File: src/rtl/audio_pkg.sv
// rtl/audio_pkg.sv - shared audio sample types and constants for the output stage
package audio_pkg;
  localparam int SAMPLE_W    = 16;
  localparam int FRAME_SLOTS = 32;
  localparam int SAMPLE_MAX  = 32767;
  localparam int SAMPLE_MIN  = -32768;

  typedef logic signed [SAMPLE_W-1:0] sample_t;

  typedef enum logic {
    PRIME = 1'b0,
    RUN   = 1'b1
  } tx_state_t;
endpackage

File: src/rtl/sat_to_sample.sv
// rtl/sat_to_sample.sv - combinational signed IN_W to 16-bit saturator with clip flag
module sat_to_sample
  import audio_pkg::*;
#(
  parameter int IN_W = 32
) (
  input  logic [IN_W-1:0] din_i,
  output sample_t         value_o,
  output logic            clipped_o
);

  // In range exactly when every bit from the top down to bit 15 matches the sign
  logic [IN_W-SAMPLE_W:0] hi;
  assign hi = din_i[IN_W-1:SAMPLE_W-1];

  always_comb begin
    clipped_o = !((&hi) || !(|hi));
    value_o   = din_i[SAMPLE_W-1:0];
    if (clipped_o) begin
      value_o = din_i[IN_W-1] ? sample_t'(SAMPLE_MIN) : sample_t'(SAMPLE_MAX);
    end
  end

endmodule

File: src/rtl/i2s_tx_sat.sv
// rtl/i2s_tx_sat.sv - saturating one-entry buffered mono-duplicated Philips I2S transmitter
module i2s_tx_sat
  import audio_pkg::*;
#(
  parameter int BCLK_DIV = 16,
  parameter int IN_W     = 32
) (
  input  logic            clk,
  input  logic            rst_n,
  input  logic [IN_W-1:0] sample_in,
  input  logic            sample_valid,
  output logic            sample_ready,
  output logic            bclk,
  output logic            lrclk,
  output logic            sdata,
  output logic            clip,
  output logic            underrun
);

  localparam int DIV_W  = $clog2(BCLK_DIV);
  localparam int SLOT_W = $clog2(FRAME_SLOTS);

  logic [DIV_W-1:0]  div_q, div_d;
  logic [SLOT_W-1:0] slot_q, slot_d;
  logic              bclk_q, bclk_d;
  logic              lrclk_q, lrclk_d;
  logic              sdata_q, sdata_d;
  logic              clip_q, clip_d;
  logic              underrun_q, underrun_d;
  sample_t           buf_q, buf_d;
  logic              buf_full_q, buf_full_d;
  sample_t           shreg_q, shreg_d;
  tx_state_t         state_q, state_d;

  sample_t    sat_value;
  logic       sat_clipped;
  logic       accept;
  logic       fall;
  logic [3:0] bit_idx;

  sat_to_sample #(.IN_W(IN_W)) u_sat (
    .din_i     (sample_in),
    .value_o   (sat_value),
    .clipped_o (sat_clipped)
  );

  assign accept = sample_valid && !buf_full_q;

  always_comb begin
    div_d      = div_q + 1'b1;
    bclk_d     = bclk_q;
    slot_d     = slot_q;
    lrclk_d    = lrclk_q;
    sdata_d    = sdata_q;
    buf_d      = buf_q;
    buf_full_d = buf_full_q;
    shreg_d    = shreg_q;
    state_d    = state_q;
    clip_d     = 1'b0;
    underrun_d = 1'b0;
    fall       = 1'b0;
    bit_idx    = 4'd0;

    if (div_q == DIV_W'(BCLK_DIV - 1)) begin
      div_d  = '0;
      bclk_d = !bclk_q;
      fall   = bclk_q;
    end

    if (fall) begin
      slot_d  = slot_q + 1'b1;
      lrclk_d = slot_d[SLOT_W-1];
      // Entering slot 1 is the consume point; the pre-edge buffer state decides
      if (slot_q == '0) begin
        if (buf_full_q) begin
          shreg_d    = buf_q;
          buf_full_d = 1'b0;
          state_d    = RUN;
        end else if (state_q == RUN) begin
          underrun_d = 1'b1;
        end
      end
      // Slot s carries bit (16 - s) mod 16, giving the one-bclk delay per half-frame
      bit_idx = 4'd0 - slot_d[3:0];
      sdata_d = shreg_d[bit_idx];
    end

    if (accept) begin
      buf_d      = sat_value;
      buf_full_d = 1'b1;
      clip_d     = sat_clipped;
    end
  end

  always_ff @(posedge clk or negedge rst_n) begin
    if (!rst_n) begin
      div_q      <= '0;
      slot_q     <= '0;
      bclk_q     <= 1'b0;
      lrclk_q    <= 1'b0;
      sdata_q    <= 1'b0;
      clip_q     <= 1'b0;
      underrun_q <= 1'b0;
      buf_q      <= '0;
      buf_full_q <= 1'b0;
      shreg_q    <= '0;
      state_q    <= PRIME;
    end else begin
      div_q      <= div_d;
      slot_q     <= slot_d;
      bclk_q     <= bclk_d;
      lrclk_q    <= lrclk_d;
      sdata_q    <= sdata_d;
      clip_q     <= clip_d;
      underrun_q <= underrun_d;
      buf_q      <= buf_d;
      buf_full_q <= buf_full_d;
      shreg_q    <= shreg_d;
      state_q    <= state_d;
    end
  end

  assign sample_ready = !buf_full_q;
  assign bclk         = bclk_q;
  assign lrclk        = lrclk_q;
  assign sdata        = sdata_q;
  assign clip         = clip_q;
  assign underrun     = underrun_q;

endmodule

File: config.mk
export PLATFORM = sky130hd
export DESIGN_NAME = i2s_tx_sat
export DESIGN_NICKNAME = d
export VERILOG_FILES = /design/src/rtl/audio_pkg.sv /design/src/rtl/sat_to_sample.sv /design/src/rtl/i2s_tx_sat.sv
export SDC_FILE = /design/constraint.sdc
export NUM_CORES = 1
export LEC_CHECK = 0
export BUFFER_PORTS_ARGS = -buffer_cell sky130_fd_sc_hd__clkbuf_2
export CORE_AREA = 4 4 71 73
export CTS_CLUSTER_SIZE = 14
export DETAILED_ROUTE_END_ITERATION = 16
export DIE_AREA = 0 0 75 77
export PLACE_DENSITY = 0.76
export SLEW_MARGIN = 10
export SYNTH_ARGS = -nofsm -noshare
export SYNTH_HDL_FRONTEND = slang
export SYNTH_SLANG_ARGS = --single-unit
File: constraint.sdc
create_clock -name clk -period 3.25 [get_ports clk]
set_input_delay 0.325 -clock clk [delete_from_list [all_inputs] [get_ports clk]]
set_output_delay 0.325 -clock clk [all_outputs]
set_load 0.1 [all_outputs]
==> impl_metrics.json <==
{
  "clock-sinks": 47,
  "worst_slew_pin_slew_ns": 0.681,
  "wl_per_cell_um": 14.2,
  "grt_pass1_vias": 1727,
  "p_leak_nw": 1.25,
  "critical_path_peak_fanout": 15,
  "syn-num-nets": 259,
  "synth_warnings": 0,
  "syn_avg_cell_area_um2": 10.6,
  "worstSetupEndpointType": "flop",
  "n_antenna_cell": 0,
  "root_buffer": "clkbuf_8",
  "violations": "hold timing",
  "yosys.area.top_type": "dfrtp_1",
  "cp_top_family": "multiplexers",
  "fin_util": 0.619,
  "yosysTopAreaCellShare": 0.502,
  "slew_viol_final": 0,
  "num_rows": 24,
  "min_path_type": "primary input to async pin",
  "worst-setup-path-type": "flop to flop",
  "syn2layout_area_growth_pct": 14.9,
  "cts_tree": "yes",
  "routed_wl_um": 4450,
  "cts_setup_buffers": 0,
  "crit_required_ns": 3.41,
  "synthesis.area_mm2": 0.00234,
  "cap_violations": 0,
  "fin_skew_ns": 0.00463,
  "die_h_um": 77,
  "dpl-instance-area_mm2": 0.00259,
  "routed_via_density": 5.63,
  "hold_viol": 19,
  "fin_crit_sh": 0.753,
  "fin_hold_ws_ns": -0.0156,
  "clockBufferDepth": 2,
  "drive_gt1_frac": 0.303,
  "synth-edff-count": 0,
  "p_per_area_mw_per_mm2": 442,
  "drt_iter0_markers": 81,
  "synthArstFlopShare": 1.00,
  "drt_pass1_iterations": 4,
  "vias": 1762,
  "clock_latency_ns": 0.30,
  "startpoint_type": "flop",
  "cts_max_level": 2,
  "globalRoute.totalOverflow": 0,
  "ys_types": 46,
  "fin_setup_tns_ns": 0,
  "yosys_register_bits": 47,
  "fmaxAchievable_mhz": 408,
  "clkTransAtPathRegs_ns": 0.09,
  "post_cts_resized": 0,
  "ant_nets": 0,
  "globalplace.congestion": 0.837,
  "grt_max_degree": 33,
  "grt_pass1_wl_um": 7710,
  "syn_inst": 221,
  "min_period_ns": 2.45,
  "holdBufCountCts": 0,
  "crit_chain": "inv_1 > ha_1 > nor4b_4 > buf_4 > and2_1 > mux4_2 > o22ai_1 > o221ai_1",
  "rsz0062_at_grt": "false",
  "pre_cts_slack_ns": 0.842,
  "yosys-top-cells-area": "dfrtp_1, mux2_2, a21oi_1, nand2_1, o21ai_0",
  "core_mm2": 0.00435,
  "cp_slowest_cell": "mux4_2",
  "final_nets": 298,
  "antenna_found_initial": 0,
  "dieWidth_um": 75,
  "ys_seq_area_frac": 0.502,
  "slowest_delay_ns": 0.55,
  "dp_hpwl_um": 3320,
  "numPortBuffers": 40,
  "track_usage": 0.169,
  "io_pins": 41,
  "die_area_mm2": 0.00578,
  "slew_headroom": 0.546,
  "status": "finished, violations left",
  "layout_setup_ws_ns": 0.802,
  "post-route-drc-count": 0,
  "cts_made_buffers": 5,
  "worst-path-buf-inv": 2,
  "start_util": 0.538,
  "synth_ff_type": "dfrtp_1",
  "vdd_drop_max_v": 0.000314,
  "setup_violations": 0,
  "worstPathArrival_ns": 2.61,
  "finalInstanceArea_mm2": 0.00269
}
==> cell usage after synthesis (2+ instances only) <==
cell      number
xnor2_1        4
dfrtp_1       47
xor2_1         2
nor2b_1        2
o21ai_0       18
ha_1           3
a21oi_1       20
inv_1          6
nand2_1       26
a22o_1         2
buf_2          2
mux2_2        18
mux4_2         2
o21a_1         3
clkbuf_1      10
a31oi_1        2
nand2b_1       7
and4_1         2
nand3_1        5
and2_1         2
nor4_1         4
nand4_1       10
==> placed cells by master, fill, tap and decap left out, drive strengths merged, types with 2 or more instances in the layout <==
cell    instances
dfrtp          47
clkbuf         46
nand2          27
a21oi          20
o21ai          19
mux2           18
nand4          10
nand2b          7
inv             6
buf             6
nand3           5
nor4            4
xnor2           4
o21a            3
ha              3
xor2            2
and2            2
and4            2
mux4            2
a22o            2
a31oi           2
nor2b           2
==> worst register-to-register path: stages, from the launching register on <==
cell      delay [ns]
dfrtp_1         0.38
inv_1           0.14
ha_1            0.17
nor4b_4         0.17
buf_4           0.22
and2_1          0.34
mux4_2          0.55
o22ai_1         0.18
o221ai_1        0.16
==> layout make-up <==
cell class	instances	area (um^2)
clock buffers	6	82.6
multi-input cells	154	1090
fillers	371	1660
flip-flops and latches	47	1180
well taps	52	65.1
repair buffers	46	245
clock inverters	2	16.3
inverters	6	22.5
==> cells by family (layout without fill, tap and decap cells) <==
logic type                 count (synthesis)  in the layout  share of synthesized area
adders and majority gates                  3              3                     0.0160
xor gates and xnor gates                   6              6                     0.0224
muxes                                     21             21                      0.110
DFF                                       47             47                      0.502
buffers and inverters                     20             60                     0.0379
and+or+nand+nor                           66             66                      0.159
AOI/OAI and AO/OA                         58             58                      0.153
==> metrics by stage <==
step,total power [mW],cells
finish,1.19,313
global route,1.26,313
CTS,1.20,313
detailed placement,0.836,305
global placement,0.829,305
floorplan,0.771,221
==> per-layer routing <==
| metal | wire [um] | GRT usage | up-vias |
|---|---|---|---|
| met4 | 49 | 0.0320 | 0 |
| li1 | - | - | 887 |
| met2 | 2040 | 0.253 | 42 |
| met5 | 0 | 0 | - |
| met1 | 2160 | 0.242 | 827 |
| met3 | 197 | 0.0523 | 6 |
==> registers in the layout, summed over array words and instances, names as in the netlist <==
signal / cells
div_q: 4
clip: 1
underrun: 1
bclk: 1
buf_q: 16
slot_q: 5
buf_full_q: 1
sdata: 1
state_q: 1
shreg_q: 16
==> report_power, final <==
| group | total (mW) | switching (mW) | leakage, nW | internal (mW) |
|---|---|---|---|---|
| registers | 0.683 | 0.0393 | 0.573 | 0.644 |
| logic | 0.140 | 0.0697 | 0.632 | 0.0704 |
| clock network | 0.368 | 0.194 | 0.0474 | 0.174 |
==> final timing paths <==
path / startpoint / endpoint / slack (ns) / cells past startpoint
setup / recovery: slot_q[0] / sdata / 0.80 / 8
min in group clk: sample_valid / buf_full_q / 0.24 / 2
hold / removal: rst_n / slot_q[4] / -0.02 / 1
setup reg to reg: slot_q[0] / sdata / 0.80 / 8
hold reg to reg: state_q / state_q / 0.47 / 1
max in group asynchronous: rst_n / div_q[1] / 2.52 / 2
Note: power is estimated with default switching activity, not from simulation.
